==> config.mk <==
export PLATFORM = sky130hd
export DESIGN_NAME = truth_table_sweeper_flat
export DESIGN_NICKNAME = d
export VERILOG_FILES = /design/src/rtl/tts_pkg.sv /design/src/rtl/truth_table_sweeper_if.sv /design/src/rtl/tts_settle_timer.sv /design/src/rtl/truth_table_sweeper.sv /design/src/flat_wrapper.sv
export SDC_FILE = /design/constraint.sdc
export NUM_CORES = 1
export LEC_CHECK = 0
export CAP_MARGIN = 10
export CORE_UTILIZATION = 36
export DETAILED_ROUTE_END_ITERATION = 7
export HOLD_SLACK_MARGIN = 0.12
export PLACE_DENSITY_LB_ADDON = 0.2
export SYNTH_ARGS = -nofsm -noshare
export SYNTH_HDL_FRONTEND = slang
export SYNTH_SLANG_ARGS = --single-unit
==> constraint.sdc <==
create_clock -name clk -period 2.4 [get_ports clk]
set_input_delay 0.36 -clock clk [delete_from_list [all_inputs] [get_ports clk]]
set_output_delay 0.36 -clock clk [all_outputs]
set_load 0.02 [all_outputs]
==> src/rtl/tts_pkg.sv <==
// -----------------------------------------------------------------------------
// tts_pkg
// Shared types and constants for the truth_table_sweeper block.
//   tts_state_t     : sweep FSM states (IDLE, DRIVE, SAMPLE, DONE)
//   TTS_EXPECT_31A  : default expected truth table, F = A(B+CD) + BC'
//   TTS_VEC_CNT_DEF : number of vectors swept for the default 4-input DUT
//   tts_vec_cnt()   : number of vectors swept for an n-input DUT (2**n)
// -----------------------------------------------------------------------------
package tts_pkg;

  typedef enum logic [1:0] {
    IDLE   = 2'd0,
    DRIVE  = 2'd1,
    SAMPLE = 2'd2,
    DONE   = 2'd3
  } tts_state_t;

  localparam logic [15:0] TTS_EXPECT_31A  = 16'hF830;
  localparam int          TTS_N_IN_DEF    = 4;
  localparam int          TTS_VEC_CNT_DEF = 2 ** TTS_N_IN_DEF;

  function automatic int tts_vec_cnt(input int n_in);
    return 1 << n_in;
  endfunction

endpackage

==> src/rtl/truth_table_sweeper_if.sv <==
// -----------------------------------------------------------------------------
// truth_table_sweeper_if
// Groups the sweeper's control, stimulus and result signals.
//   master : the sweeper (drives stim and all results, receives start/dut_f)
//   slave  : the board/bench side (drives start and dut_f)
// Optional macro TTS_FAIL_MAP_EN adds the per-vector fail_map signal.
// -----------------------------------------------------------------------------
interface truth_table_sweeper_if #(
  parameter int N_IN = 4
);
  logic                 start;
  logic [N_IN-1:0]      stim;
  logic                 dut_f;
  logic                 busy;
  logic                 done;
  logic                 pass;
  logic [N_IN:0]        err_cnt;
  logic [N_IN-1:0]      first_fail;
  logic                 fail_valid;
`ifdef TTS_FAIL_MAP_EN
  logic [2**N_IN-1:0]   fail_map;

  modport master (
    input  start, dut_f,
    output stim, busy, done, pass, err_cnt, first_fail, fail_valid, fail_map
  );
  modport slave (
    output start, dut_f,
    input  stim, busy, done, pass, err_cnt, first_fail, fail_valid, fail_map
  );
`else
  modport master (
    input  start, dut_f,
    output stim, busy, done, pass, err_cnt, first_fail, fail_valid
  );
  modport slave (
    output start, dut_f,
    input  stim, busy, done, pass, err_cnt, first_fail, fail_valid
  );
`endif
endinterface

==> src/rtl/tts_settle_timer.sv <==
// -----------------------------------------------------------------------------
// tts_settle_timer
// Counts 0..SETTLE-1 while enabled and pulses o_expire on the last count.
//   clk      : rising-edge clock
//   rst      : synchronous active-high reset
//   i_load   : high outside the hold window; forces the count back to 0
//   o_expire : high in the last cycle of the hold window
// -----------------------------------------------------------------------------
module tts_settle_timer #(
  parameter int SETTLE = 1
) (
  input  logic clk,
  input  logic rst,
  input  logic i_load,
  output logic o_expire
);

  localparam int            CW    = (SETTLE > 1) ? $clog2(SETTLE) : 1;
  localparam logic [CW-1:0] LASTC = CW'(SETTLE - 1);

  logic [CW-1:0] r_cnt;

  assign o_expire = !i_load && (r_cnt == LASTC);

  always_ff @(posedge clk) begin
    if (rst || i_load || o_expire) begin
      r_cnt <= '0;
    end else begin
      r_cnt <= r_cnt + CW'(1);
    end
  end

endmodule

==> src/rtl/truth_table_sweeper.sv <==
// -----------------------------------------------------------------------------
// truth_table_sweeper
// Drives every input vector {A,B,C,D} to a combinational DUT, samples F after
// SETTLE hold cycles and compares it against the EXPECT truth table.
// Ports:
//   clk  : rising-edge clock
//   rst  : synchronous active-high reset (overrides everything, even mid-sweep)
//   bus  : truth_table_sweeper_if.master
//          start (in), dut_f (in), stim, busy, done, pass, err_cnt,
//          first_fail, fail_valid (out)
// Optional macro TTS_FAIL_MAP_EN: adds bus.fail_map, one bit per vector that
// mismatched in the last sweep.
// -----------------------------------------------------------------------------
module truth_table_sweeper
  import tts_pkg::*;
#(
  parameter int                 N_IN   = 4,
  parameter logic [2**N_IN-1:0] EXPECT = TTS_EXPECT_31A,
  parameter int                 SETTLE = 1
) (
  input  logic                  clk,
  input  logic                  rst,
  truth_table_sweeper_if.master bus
);

  localparam int              NV     = tts_vec_cnt(N_IN);
  localparam logic [N_IN-1:0] LASTIX = N_IN'(NV - 1);

  tts_state_t      r_state;
  tts_state_t      w_state_nxt;
  logic            w_expire;
  logic            w_timer_load;
  logic            w_mis;
  logic [N_IN:0]   w_err_nxt;
  logic [N_IN-1:0] r_stim;
  logic [N_IN-1:0] r_first_fail;
  logic [N_IN:0]   r_err_cnt;
  logic            r_pass;
  logic            r_fail_valid;
`ifdef TTS_FAIL_MAP_EN
  logic [NV-1:0]   r_fail_map;
`endif

  assign w_timer_load = (r_state != DRIVE);

  tts_settle_timer #(
    .SETTLE (SETTLE)
  ) u_settle_timer (
    .clk      (clk),
    .rst      (rst),
    .i_load   (w_timer_load),
    .o_expire (w_expire)
  );

  assign w_mis     = (r_state == SAMPLE) && (bus.dut_f != EXPECT[r_stim]);
  assign w_err_nxt = r_err_cnt + {{N_IN{1'b0}}, w_mis};

  always_ff @(posedge clk) begin
    if (rst) begin
      r_state <= IDLE;
    end else begin
      r_state <= w_state_nxt;
    end
  end

  always_comb begin
    w_state_nxt = r_state;
    case (r_state)
      IDLE:    if (bus.start) w_state_nxt = DRIVE;
      DRIVE:   if (w_expire)  w_state_nxt = SAMPLE;
      SAMPLE:  w_state_nxt = (r_stim == LASTIX) ? DONE : DRIVE;
      DONE:    w_state_nxt = IDLE;
      default: w_state_nxt = IDLE;
    endcase
  end

  always_ff @(posedge clk) begin
    if (rst) begin
      r_stim       <= '0;
      r_err_cnt    <= '0;
      r_first_fail <= '0;
      r_fail_valid <= 1'b0;
      r_pass       <= 1'b0;
`ifdef TTS_FAIL_MAP_EN
      r_fail_map   <= '0;
`endif
    end else begin
      case (r_state)
        IDLE: begin
          if (bus.start) begin
            r_stim       <= '0;
            r_err_cnt    <= '0;
            r_first_fail <= '0;
            r_fail_valid <= 1'b0;
            r_pass       <= 1'b0;
`ifdef TTS_FAIL_MAP_EN
            r_fail_map   <= '0;
`endif
          end
        end
        SAMPLE: begin
          r_err_cnt <= w_err_nxt;
          if (w_mis && !r_fail_valid) begin
            r_first_fail <= r_stim;
            r_fail_valid <= 1'b1;
          end
`ifdef TTS_FAIL_MAP_EN
          if (w_mis) r_fail_map[r_stim] <= 1'b1;
`endif
          // pass uses the updated count so it is already valid during DONE
          if (r_stim == LASTIX) begin
            r_pass <= (w_err_nxt == '0);
          end else begin
            r_stim <= r_stim + N_IN'(1);
          end
        end
        DONE:    r_stim <= '0;
        default: ;
      endcase
    end
  end

  assign bus.stim       = r_stim;
  assign bus.busy       = (r_state == DRIVE) || (r_state == SAMPLE);
  assign bus.done       = (r_state == DONE);
  assign bus.pass       = r_pass;
  assign bus.err_cnt    = r_err_cnt;
  assign bus.first_fail = r_first_fail;
  assign bus.fail_valid = r_fail_valid;
`ifdef TTS_FAIL_MAP_EN
  assign bus.fail_map   = r_fail_map;
`endif

endmodule

==> src/flat_wrapper.sv <==
// flat-port wrapper written by rule: the top's interface ports become plain ports
module truth_table_sweeper_flat import tts_pkg::*;
#(
  parameter int                 N_IN   = 4,
  parameter logic [2**N_IN-1:0] EXPECT = TTS_EXPECT_31A,
  parameter int                 SETTLE = 1
)
  (clk, rst, bus_start, bus_dut_f, bus_stim, bus_busy, bus_done, bus_pass, bus_err_cnt, bus_first_fail, bus_fail_valid);
  truth_table_sweeper_if #(.N_IN(N_IN)) bus_i ();
  input  logic clk;
  input  logic rst;
  input wire logic [$bits(bus_i.start)-1:0] bus_start;
  input wire logic [$bits(bus_i.dut_f)-1:0] bus_dut_f;
  output wire logic [$bits(bus_i.stim)-1:0] bus_stim;
  output wire logic [$bits(bus_i.busy)-1:0] bus_busy;
  output wire logic [$bits(bus_i.done)-1:0] bus_done;
  output wire logic [$bits(bus_i.pass)-1:0] bus_pass;
  output wire logic [$bits(bus_i.err_cnt)-1:0] bus_err_cnt;
  output wire logic [$bits(bus_i.first_fail)-1:0] bus_first_fail;
  output wire logic [$bits(bus_i.fail_valid)-1:0] bus_fail_valid;
  assign bus_i.start = bus_start;
  assign bus_i.dut_f = bus_dut_f;
  assign bus_stim = bus_i.stim;
  assign bus_busy = bus_i.busy;
  assign bus_done = bus_i.done;
  assign bus_pass = bus_i.pass;
  assign bus_err_cnt = bus_i.err_cnt;
  assign bus_first_fail = bus_i.first_fail;
  assign bus_fail_valid = bus_i.fail_valid;
  truth_table_sweeper #(.N_IN(N_IN), .EXPECT(EXPECT), .SETTLE(SETTLE)) u_core (.clk(clk), .rst(rst), .bus(bus_i));
endmodule
[Word-level counts from Yosys, hierarchy flattened]
Memory sizes are Yosys's and may differ from the RTL's. A register that Yosys moved wholly into a read port is not among the register bits.
Cells that the tools add are included.
Storage, ports and cells
  register bits after elaboration: 18
  bits in latches: 0
  RAM bits: 0
  memory bits (read-only): 16
  input bits: 4
  logic and storage cells: 60
  memories kept: 1
Cells by class
  $add $sub $neg: 3
  multiply operators: 0
  div/mod/pow operators: 0
  $lt $le $gt $ge: 1
  eq/ne operators: 11
  shift operators: 0
  mux-type cells: 19
  bitwise gates (word level): 1
  reductions and logical operators: 17
Memory list
  (no name shown): depth 16, width 1, rd ports 1, clocked after Yosys merged registers in 1, write ports 0, line truth_table_sweeper.sv:55  | assign w_mis = (r_state == SAMPLE) && (bus.dut_f != EXPECT[r_stim]);
Operators by type and width (number)
  $mux 4: 5
  $pmux 4 s3: 1
  $ne 2x2->1 const B: 5
  $pmux 5 s2: 1
  $reduce_and 3->1: 3
  $pmux 2 s4: 1
  $pmux 4 s2: 1
  $mux 2: 3
  $add 5x1->5: 1
  $logic_not 5->1: 1
  $lt 4x5->1 const B: 1
  $mux 5: 1
  $add 4x1->4 const B: 1
  $eq 2x2->1 const B: 2
  $eq 4x4->1 const B: 1
  $mux 1: 4
  $pmux 1 s2: 2
  $reduce_and 2->1: 2
  $logic_and 1x1->1: 3
  $logic_or 1x1->1: 3
  $reduce_bool 3->1: 1
  $eq 2x1->1 const B: 1
  $logic_not 1->1: 2
  $logic_not 2->1: 1
  5 further kinds: 5

[Longest topological paths before layout]
Gate-level depths: netlist (run 1).
  depth after elaboration: 8
  mapped depth: 10
  depth with buffers taken out: 9

[Modules after synthesis]
From an unflattened synthesis (run 1), not the netlist that was laid out.
Second synthesis, totals
  cell total of the unflattened synthesis: 105
  area total of the unflattened synthesis: 1019.7 sq um
Modules (own cells, without submodules)
  truth_table_sweeper: times used 1, cells an instance 102, area each 992.2 sq um, sequential area each 360.3 sq um
  tts_settle_timer: times used 1, cells an instance 3, area each 27.5 sq um, sequential area each 20.0 sq um

[Worst setup path after synthesis (run 1)]
No wires, ideal clock.
  path kind: reg-to-reg
  start: register u_core.r_state[0]
  end: register u_core.r_pass (netlist: u_core.bus.pass)
  library setup time: 0.070 ns
  arrival time: 2.015 ns
  path slack: 0.314 ns
  cell stages (with the launch flop): 11
  path buffers: 1
  clock period less this slack: 2.086 ns
  path through: dfxtp_1 > inv_1 > ha_1 > buf_4 > nor2b_1 > ha_1 > ha_1 > xor2_1 > nor4b_1 > nand4_1 > a21oi_1
On the way
  cells in the longest elaborated chain, start to end: 6
RTL lines
  start, declared: line truth_table_sweeper.sv:29  | tts_state_t r_state;
  start signal, assigned: line truth_table_sweeper.sv:62  | r_state <= w_state_nxt;
  $eq 2x2->1: line truth_table_sweeper.sv:55, truth_table_sweeper.sv:88
  $logic_and 1x1->1: line truth_table_sweeper.sv:55
  $add 5x1->5: line truth_table_sweeper.sv:56  | assign w_err_nxt = r_err_cnt + {{N_IN{1'b0}}, w_mis};
  $logic_not 5->1: line truth_table_sweeper.sv:112  | r_pass <= (w_err_nxt == '0);
  $mux 1: line truth_table_sweeper.sv:111  | if (r_stim == LASTIX) begin
  $pmux 1 s2: line truth_table_sweeper.sv:88  | case (r_state)
  end signal, assigned: line truth_table_sweeper.sv:112
  end, declared: line truth_table_sweeper.sv:38  | logic r_pass;
Parallel ways exist; a longest one is shown, timed or not. The select of a mux whose other input is x is not followed.
A chain may end at the register's enable or synchronous reset.

[Final worst setup path (run 1)]
Same ends and word-level chain as after synthesis.

==> flow_metrics.py, run 1 <==
metrics = {
    "logic_synthesis": {
        "synth_enable_flop_cells": 0,
        "yosys.cell_types.count": 38,
        "ys_seq_elements": 19,
        "netlist_area_sq_um": 985.9,
        "syn_nets": 117,
        "async_reset_ff_frac": 0,
        "yosys_warnings": 0,
        "seq_area_frac_synth": 0.3858,
        "yosys_most_used_dff": "dfxtp_1",
        "avgSynthCellArea_sq_um": 9.480,
        "postSynthCellCount": 104,
    },
    "timing": {
        "fin_crit_ns": 2.114,
        "whs_ns": 0.4826,
        "max_freq_mhz": 473.1,
        "layout_setup_ws_ns": 0.2862,
        "tns_ns": 0,
        "fin_crit_sh": 0.8808,
        "grt_setup_unrepaired": "no",
        "setup_viol": 0,
        "finalClockSkew_ns": 0.003292,
        "finalHoldViolations": 0,
        "slew_headroom": 0.4426,
        "slew_violations": 0,
        "worst_pin_slew_ns": 0.8285,
    },
    "floorplanning": {
        "die_h_um": 54.33,
        "ioPinCount": 21,
        "dieArea_sq_um": 2952,
        "initial_core_util": 0.3909,
        "die_w_um": 54.33,
        "fp.coreArea_sq_um": 2522,
        "rows": 18,
    },
    "layout": {
        "seqCellArea_sq_um": 380.4,
        "diodes": 0,
        "fin_nets": 143,
        "final_common_cell": "clkdlybuf4s50_1",
        "final_cell_mix": "20 x clkdlybuf4s50_1, 19 x dfxtp_1, 9 x ha_1",
        "layout-drive-gt1-share": 0.09302,
        "fill_cells": 242,
        "multi_input_area_sq_um": 563.0,
        "fin_area_sq_um": 1252,
        "syn2layout_area_growth_pct": 27.03,
    },
    "job": {
        "drv_cap": 0,
    },
    "placed_design": {
        "io_buffer_count": 20,
        "dp_hpwl_mm": 1.564,
        "place_ws_ns": 0.04389,
        "gp_congestion": 0.8175,
        "placed_area_sq_um": 1226,
    },
    "setup_path": {
        "crit_family": "adder cells",
        "crit_required_ns": 2.64,
        "crit_path_top_delay_cell": "dfxtp_1",
        "cp_cell_sequence": "inv_1, ha_1, nor2b_1, ha_1, ha_1, xor2_1, nor4b_1, nand4_1, a21oi_1",
        "crit_arrival_ns": 2.36,
        "cpMostUsedCell": "ha_1",
        "cp_num_buf_inv": 1,
        "cpPeakStageDelay_ns": 0.45,
        "path_max_fanout": 6,
        "start_kind": "flop",
        "endpoint_kind": "flop",
        "worstSetupPathType": "reg -> reg",
    },
    "global_route": {
        "grt_pass1_wl_mm": 3.525,
        "grt_pass1_vias": 798,
        "antenna_found_initial": 0,
        "grt_max_degree": 15,
        "grt-ovfl-total": 0,
        "grtUsageTotal": 0.1687,
    },
    "cts": {
        "postCtsHoldBufs": 0,
        "root_buffer": "clkbuf_4",
        "cts-resized-gates": 0,
        "cts_sinks": 19,
        "cts_tree": "done",
        "clk_latency_ns": 0.30,
        "clockBufferDepth": 2,
        "h-tree-depth": 1,
        "cts_setup_buffers": 0,
        "numCtsBuffers": 3,
        "clk_pin_slew_ns": 0.11,
    },
    "drt": {
        "drt_pass1_iterations": 4,
        "drc": 0,
        "drtIter0Drc": 39,
        "ant_nets": 0,
        "postRouteWirelength_mm": 2.191,
        "vias": 864,
        "wl_per_cell_um": 13.78,
        "vias_per_cell": 5.434,
    },
    "power": {
        "peakVddDrop_mv": 0.5085,
        "p_total_w": 0.0008490,
        "power_density_nw_per_um2": 677.9,
        "p_leak_nw": 0.4889,
    },
    "worst_hold_path": {
        "hp-class": "reg -> reg",
    },
    "run_status": {
        "status": "finished, final reports clean",
    },
}
metrics by stage:
step	utilization	std cells
after floorplan	-	104
after global placement	0.4861	155
after detailed placement	0.4861	155
after CTS	0.4965	159
after global routing	0.4965	159
final	0.4965	159
logic make-up (layout without fill, tap and decap cells):
kind of cell             Yosys count  after routing  share of synthesized area
other                              1              1                   0.003803
buffers and inverters              8             33                    0.04315
AND/OR/NAND/NOR                   32             32                     0.1929
adder cells (fa/ha/maj)            9              9                     0.1142
XOR/XNOR                           4              4                    0.03554
AO/OA/AOI/OAI                     30             30                     0.2145
multiplexers                       1              1                    0.01015
flip-flops                        19             19                     0.3858
where the power goes:
group	switching, W	internal (W)	leakage, nW	total [W]
clock	0.000100	0.0000648	0.0150	0.000165
sequential	0.0000257	0.000335	0.154	0.000361
combinational	0.000186	0.000137	0.320	0.000323
total	0.000312	0.000537	0.489	0.000849
layer usage:
| layer | part of all wire | vias up | global-route usage |
|---|---|---|---|
| met5 | 0 | - | 0 |
| met4 | 0.0068 | 0 | 0.08547 |
| met3 | 0.039 | 2 | 0.05556 |
| met2 | 0.44 | 17 | 0.2541 |
| met1 | 0.51 | 416 | 0.2127 |
| li1 | - | 429 | - |
Yosys cell counts, types with 2 or more instances:
cell      count  share of area
xor2_1        3          0.027
o31ai_1       3          0.023
a22o_1        3          0.027
a22oi_1       2          0.015
a21oi_1       7          0.036
nor2b_1       5          0.032
dfxtp_1      19           0.39
o21ai_0       5          0.025
ha_1          9           0.11
a21o_1        2          0.015
nand4_1       3          0.019
nand2_1       5          0.019
nor2_1        5          0.019
nand3_1       3          0.015
a211oi_1      2          0.015
inv_1         6          0.023
registers in the layout, summed over array words and instances, names as in the netlist, named ones only:
| name | count |
|---|---|
| u_core.bus.err_cnt | 5 |
| u_core.r_state | 2 |
| u_core.bus.first_fail | 4 |
| u_core.u_settle_timer.r_cnt | 1 |
| u_core.bus.stim | 4 |
| u_core.bus.fail_valid | 1 |
| u_core.bus.pass | 1 |
tightest hold or removal path: stages, from the launching register on:
cell      delay (ns)
dfxtp_1         0.33
nand2b_1        0.06
a21oi_1         0.05
final timing paths:
check	startpoint	endpoint	slack, ns	cells after the start
setup / recovery	u_core.r_state[0]$_SDFFE_PP0P_	u_core.bus.pass$_SDFFE_PP0P_	0.29	9
hold / removal	u_core.bus.pass$_SDFFE_PP0P_	u_core.bus.pass$_SDFFE_PP0P_	0.48	2
hold reg to reg	u_core.bus.pass$_SDFFE_PP0P_	u_core.bus.pass$_SDFFE_PP0P_	0.48	2
setup reg to reg	u_core.r_state[0]$_SDFFE_PP0P_	u_core.bus.pass$_SDFFE_PP0P_	0.29	9
layout make-up:
class / count / area share
clock buffers: 4 / 0.02098
inverters: 6 / 0.01798
multi-input cells: 77 / 0.4496
flip-flops and latches: 19 / 0.3037
well taps: 30 / 0.02997
repair buffers: 23 / 0.1778
Note: power is estimated with default switching activity, not from simulation.
==> run 2, diff against run 1 <==
--- a/config.mk
+++ b/config.mk
@@ -8,7 +8,8 @@
 export CAP_MARGIN = 10
 export CORE_UTILIZATION = 36
 export DETAILED_ROUTE_END_ITERATION = 7
-export HOLD_SLACK_MARGIN = 0.12
+export HOLD_SLACK_MARGIN = 0.05
+export MAX_ROUTING_LAYER = met4
 export PLACE_DENSITY_LB_ADDON = 0.2
 export SYNTH_ARGS = -nofsm -noshare
 export SYNTH_HDL_FRONTEND = slang
==> constraint.sdc (replaced) <==
create_clock -name clk -period 2.61 [get_ports clk]
set_input_delay 0.3915 -clock clk [delete_from_list [all_inputs] [get_ports clk]]
set_output_delay 0.3915 -clock clk [all_outputs]
set_load 0.02 [all_outputs]
==> flow_metrics.py, run 2 (same netlist as run 1, synthesis figures left out) <==
metrics = {
    "placed_design": {
        "dp_hpwl_mm": 1.542,
        "placed_cells": 156,
        "io_buffer_count": 20,
        "placed_area_sq_um": 1234,
        "gp_congestion": 0.8045,
    },
    "timing": {
        "fin_crit_sh": 0.8231,
        "fin_crit_ns": 2.148,
        "tns_ns": 0,
        "grt_setup_unrepaired": "no",
        "max_freq_mhz": 465.5,
        "slew_violations": 0,
        "setup_viol": 0,
        "finalHoldViolations": 0,
        "finalClockSkew_ns": 0.009776,
    },
    "setup_path": {
        "path_max_fanout": 6,
        "cpPeakStageDelay_ns": 0.45,
        "cpMostUsedCell": "ha_1",
        "cp_cell_sequence": "inv_1, ha_1, nor2b_1, ha_1, ha_1, xor2_1, nor4b_1, nand4_1, a21oi_1",
        "endpoint_kind": "flop",
        "crit_family": "adder cells",
        "crit_required_ns": 2.84,
        "start_kind": "flop",
        "worstSetupPathType": "reg -> reg",
        "cp_num_buf_inv": 1,
        "r2r-end": "u_core.bus.pass$_SDFFE_PP0P_",
        "r2r_start": "u_core.r_state[0]$_SDFFE_PP0P_",
        "crit_arrival_ns": 2.37,
        "r2r_cells": 9,
        "rrSetupSlack_ns": 0.46,
        "crit_path_top_delay_cell": "dfxtp_1",
    },
    "layout": {
        "fin_nets": 144,
        "largest_reg_flops": 5,
        "layout-drive-gt1-share": 0.1000,
        "final_cell_mix": "20 x clkdlybuf4s50_1, 19 x dfxtp_1, 9 x ha_1",
        "syn2layout_area_growth_pct": 27.79,
        "final_common_cell": "clkdlybuf4s50_1",
        "seqCellArea_sq_um": 380.4,
        "diodes": 0,
        "layout.cells.non_filler": 160,
        "fill_cells": 250,
        "fin_area_sq_um": 1260,
        "multi_input_area_sq_um": 563.0,
    },
    "power": {
        "p_leak_nw": 0.4943,
        "power_density_nw_per_um2": 616.0,
        "p_total_w": 0.0007761,
        "peakVddDrop_mv": 0.4599,
    },
    "global_route": {
        "grt_use_met2": 0.2276,
        "grt_max_degree": 14,
        "antenna_found_initial": 0,
        "busiest_layer": "met2",
        "grt-ovfl-total": 0,
        "grt_pass1_wl_mm": 3.284,
        "grt_pass1_vias": 735,
        "gr-usage-met1": 0.2207,
        "grt_util_met3": 0.05000,
        "grtUsageTotal": 0.1609,
    },
    "job": {
        "drv_cap": 0,
    },
    "cts": {
        "clk_pin_slew_ns": 0.11,
        "cts_setup_buffers": 0,
        "postCtsHoldBufs": 0,
        "clockBufferDepth": 2,
        "cts_tree": "done",
        "clk_latency_ns": 0.30,
        "numCtsBuffers": 3,
        "root_buffer": "clkbuf_4",
        "cts-resized-gates": 0,
        "h-tree-depth": 1,
        "cts_sinks": 19,
    },
    "run_status": {
        "status": "finished, final reports clean",
    },
    "drt": {
        "wl_per_cell_um": 12.81,
        "vias": 841,
        "ant_nets": 0,
        "postRouteWirelength_mm": 2.050,
        "drt_pass1_iterations": 4,
        "drtIter0Drc": 15,
        "drc": 0,
        "vias_per_cell": 5.256,
    },
    "worst_hold_path": {
        "hp-class": "reg -> reg",
        "holdCritStartpoint": "u_core.bus.pass$_SDFFE_PP0P_",
        "hold_depth": 2,
        "hold_end": "u_core.bus.pass$_SDFFE_PP0P_",
    },
    "floorplanning": {
        "initial_core_util": 0.3909,
        "die_w_um": 54.33,
        "fp.coreArea_sq_um": 2522,
        "ioPinCount": 21,
        "die_h_um": 54.33,
        "rows": 18,
        "dieArea_sq_um": 2952,
    },
}
## run 2: cell count changes in the layout (fill, tap and decap cells not counted), sizes merged
cell / previous run / this run
buf: 3 / 4
## run 2: worst max-delay path by stage
stage | to | from | slack [ns] | cells after the start
finish | u_core.bus.pass$_SDFFE_PP0P_ | u_core.r_state[0]$_SDFFE_PP0P_ | 0.46 | 9
global route | u_core.bus.pass$_SDFFE_PP0P_ | u_core.r_state[0]$_SDFFE_PP0P_ | 0.29 | 9
CTS | bus_busy | u_core.r_state[0]$_SDFFE_PP0P_ | 0.44 | 3
detailed placement | u_core.bus.pass$_SDFFE_PP0P_ | bus_dut_f | 0.22 | 9
global placement | u_core.bus.pass$_SDFFE_PP0P_ | bus_dut_f | 0.31 | 9
floorplan | u_core.bus.pass$_SDFFE_PP0P_ | u_core.r_state[0]$_SDFFE_PP0P_ | 0.52 | 10
## run 2: final cells by class
| class | instances | area share |
|---|---|---|
| sequential | 19 | 0.3019 |
| timing repair buffer | 24 | 0.1827 |
| multi-input combinational | 77 | 0.4469 |
| inverter | 6 | 0.01787 |
| clock buffer | 4 | 0.02085 |
| tap | 30 | 0.02979 |
## run 2: metal layers
metal	share of wire	vias to the layer above
met2	0.43	16
li1	-	430
met5	0	-
met4	0.0073	0
met1	0.52	393
met3	0.043	2
## run 2: report_power, final
group | internal (W) | leakage [nW] | switching (W)
registers | 0.000308 | 0.154 | 0.0000242
clock network | 0.0000595 | 0.0150 | 0.0000893
logic | 0.000127 | 0.325 | 0.000168
total | 0.000494 | 0.494 | 0.000282
## run 2: through the flow
step	hold WS [ns]	setup WS [ns]	util
global route	0.5055	0.2890	0.4995
detailed placement	0.4650	0.2154	0.4891
CTS	0.4857	0.4447	0.4995
finish	0.4824	0.4616	0.4995
floorplan	0.4636	0.5245	-
global placement	0.4597	0.3064	0.4891
## run 2: tightest hold or removal path, cell delays in order, from the launching register on
cell,delay [ns]
dfxtp_1,0.33
nand2b_1,0.06
a21oi_1,0.05
==> run 3, diff against run 2 <==
==> constraint.sdc (replaced) <==
create_clock -name clk -period 2.1 [get_ports clk]
set_input_delay 0.315 -clock clk [delete_from_list [all_inputs] [get_ports clk]]
set_output_delay 0.315 -clock clk [all_outputs]
set_load 0.02 [all_outputs]
==> flow_metrics.py, run 3 (same netlist as run 1, synthesis figures left out) <==
metrics = {
    "global_route": {
        "grtUsageTotal": 0.1681,
        "gr-usage-met1": 0.2157,
        "grt_pass1_wl_mm": 3.463,
        "grt_max_degree": 15,
        "antenna_found_initial": 0,
        "busiest_layer": "met2",
        "grt_util_met3": 0.05833,
        "grt_use_met2": 0.2581,
        "grt-ovfl-total": 0,
        "grt_pass1_vias": 774,
    },
    "cts": {
        "clockBufferDepth": 2,
        "numCtsBuffers": 3,
        "clk_latency_ns": 0.30,
        "postCtsHoldBufs": 0,
        "cts_tree": "done",
        "clk_pin_slew_ns": 0.11,
        "root_buffer": "clkbuf_4",
        "h-tree-depth": 1,
        "cts_setup_buffers": 0,
        "cts_sinks": 19,
        "cts-resized-gates": 0,
    },
    "drt": {
        "vias": 879,
        "drt_pass1_iterations": 4,
        "drc": 0,
        "ant_nets": 0,
        "vias_per_cell": 5.426,
        "drtIter0Drc": 28,
        "postRouteWirelength_mm": 2.219,
        "wl_per_cell_um": 13.70,
    },
    "setup_path": {
        "endpoint_kind": "flop",
        "crit_required_ns": 2.34,
        "crit_arrival_ns": 2.19,
        "start_kind": "flop",
        "crit_path_top_delay_cell": "dfxtp_1",
        "path_max_fanout": 3,
        "cp_cell_sequence": "inv_1, ha_1, nor2b_1, ha_1, ha_1, xor2_1, nor4b_2, nand4_1, a21oi_1",
        "worstSetupPathType": "reg -> reg",
        "cpMostUsedCell": "ha_1",
        "cpPeakStageDelay_ns": 0.35,
    },
    "layout": {
        "fin_nets": 146,
        "final_cell_mix": "19 x dfxtp_1, 19 x clkdlybuf4s50_1, 9 x ha_1",
        "largest_reg_flops": 5,
        "diodes": 0,
        "syn2layout_area_growth_pct": 30.84,
        "layout-drive-gt1-share": 0.1288,
        "final_util": 0.5114,
    },
    "timing": {
        "finalClockSkew_ns": 0.004149,
        "finalHoldViolations": 0,
        "slew_violations": 0,
        "whs_ns": 0.4870,
        "fin_crit_sh": 0.9258,
        "fin_crit_ns": 1.944,
        "grt_setup_unrepaired": "no",
        "max_freq_mhz": 514.3,
        "setup_viol": 0,
    },
    "power": {
        "power_density_nw_per_um2": 765.6,
        "peakVddDrop_mv": 0.5354,
        "p_leak_nw": 0.5192,
    },
    "floorplanning": {
        "ioPinCount": 21,
        "die_h_um": 54.33,
        "fp.coreArea_sq_um": 2522,
        "dieArea_sq_um": 2952,
        "initial_core_util": 0.3909,
        "rows": 18,
        "die_w_um": 54.33,
    },
    "placed_design": {
        "dp_hpwl_mm": 1.606,
        "io_buffer_count": 20,
        "gp_congestion": 0.8784,
    },
    "run_status": {
        "status": "finished, final reports clean",
    },
    "job": {
        "drv_cap": 0,
    },
    "worst_hold_path": {
        "hp-class": "reg -> reg",
    },
}
## run 3: changes by cell type in the layout (fill, tap and decap cells not counted)
cell / change
nor4b_2: +1
clkdlybuf4s50_1: -1
buf_4: +2
nor4b_1: -1
nor4_2: +1
nor4_1: -1
dlymetal6s2s_1: +1
## run 3: report_power, final
part	switching (W)	leakage, nW	internal [W]
Sequential	0.0000211	0.154	0.000383
Combinational	0.000225	0.350	0.000165
Clock	0.000119	0.0150	0.0000742
## run 3: final cells by class
class                           instances  area [sq um]
Clock buffer                            4         26.28
Fill cell                             258          1232
Inverter                                6         22.52
Multi-Input combinational cell         77         575.6
Sequential cell                        19         380.4
Tap cell                               30         37.54
Timing Repair Buffer                   26         247.7
## run 3: critical path: cells and delay by family, from the launching register on
family                   cells  cell delay [ns]
AO/OA/AOI/OAI                1             0.16
XOR/XNOR                     1             0.16
adder cells (fa/ha/maj)      3             0.65
buffers and inverters        1             0.08
flip-flops                   1             0.35
AND/OR/NAND/NOR              3             0.49
## run 3: metrics by stage
step / cell area, sq um / setup TNS, ns / power (W) / std cells / worst slack (ns)
2_1_floorplan: 985.9 / 0 / 0.0006707 / 104 / 0.01450
3_3_place_gp: 1249 / -0.07014 / 0.0007915 / 158 / -0.07014
3_5_place_dp: 1249 / -0.2346 / 0.0007985 / 158 / -0.2064
4_1_cts: 1275 / 0 / 0.0009935 / 162 / 0.06201
5_1_grt: 1290 / 0 / 0.001053 / 162 / 0.01518
6_report: 1290 / 0 / 0.0009876 / 162 / 0.1558
## run 3: path summary, 6_finish.rpt
kind / start / end / slack (ns) / depth (start not counted)
worst max-delay path: u_core.r_state[0]$_SDFFE_PP0P_ / u_core.bus.pass$_SDFFE_PP0P_ / 0.16 / 9
worst min-delay path: u_core.bus.first_fail[1]$_SDFFE_PP0P_ / u_core.bus.first_fail[1]$_SDFFE_PP0P_ / 0.49 / 1
worst max register to register: u_core.r_state[0]$_SDFFE_PP0P_ / u_core.bus.pass$_SDFFE_PP0P_ / 0.16 / 9
worst min register to register: u_core.bus.first_fail[1]$_SDFFE_PP0P_ / u_core.bus.first_fail[1]$_SDFFE_PP0P_ / 0.49 / 1
## run 3: layer usage
metal / up-vias / routed length [um]
met5: - / 0
met4: 0 / 0
met2: 26 / 1058
met3: 0 / 137
met1: 416 / 1022
li1: 437 / -
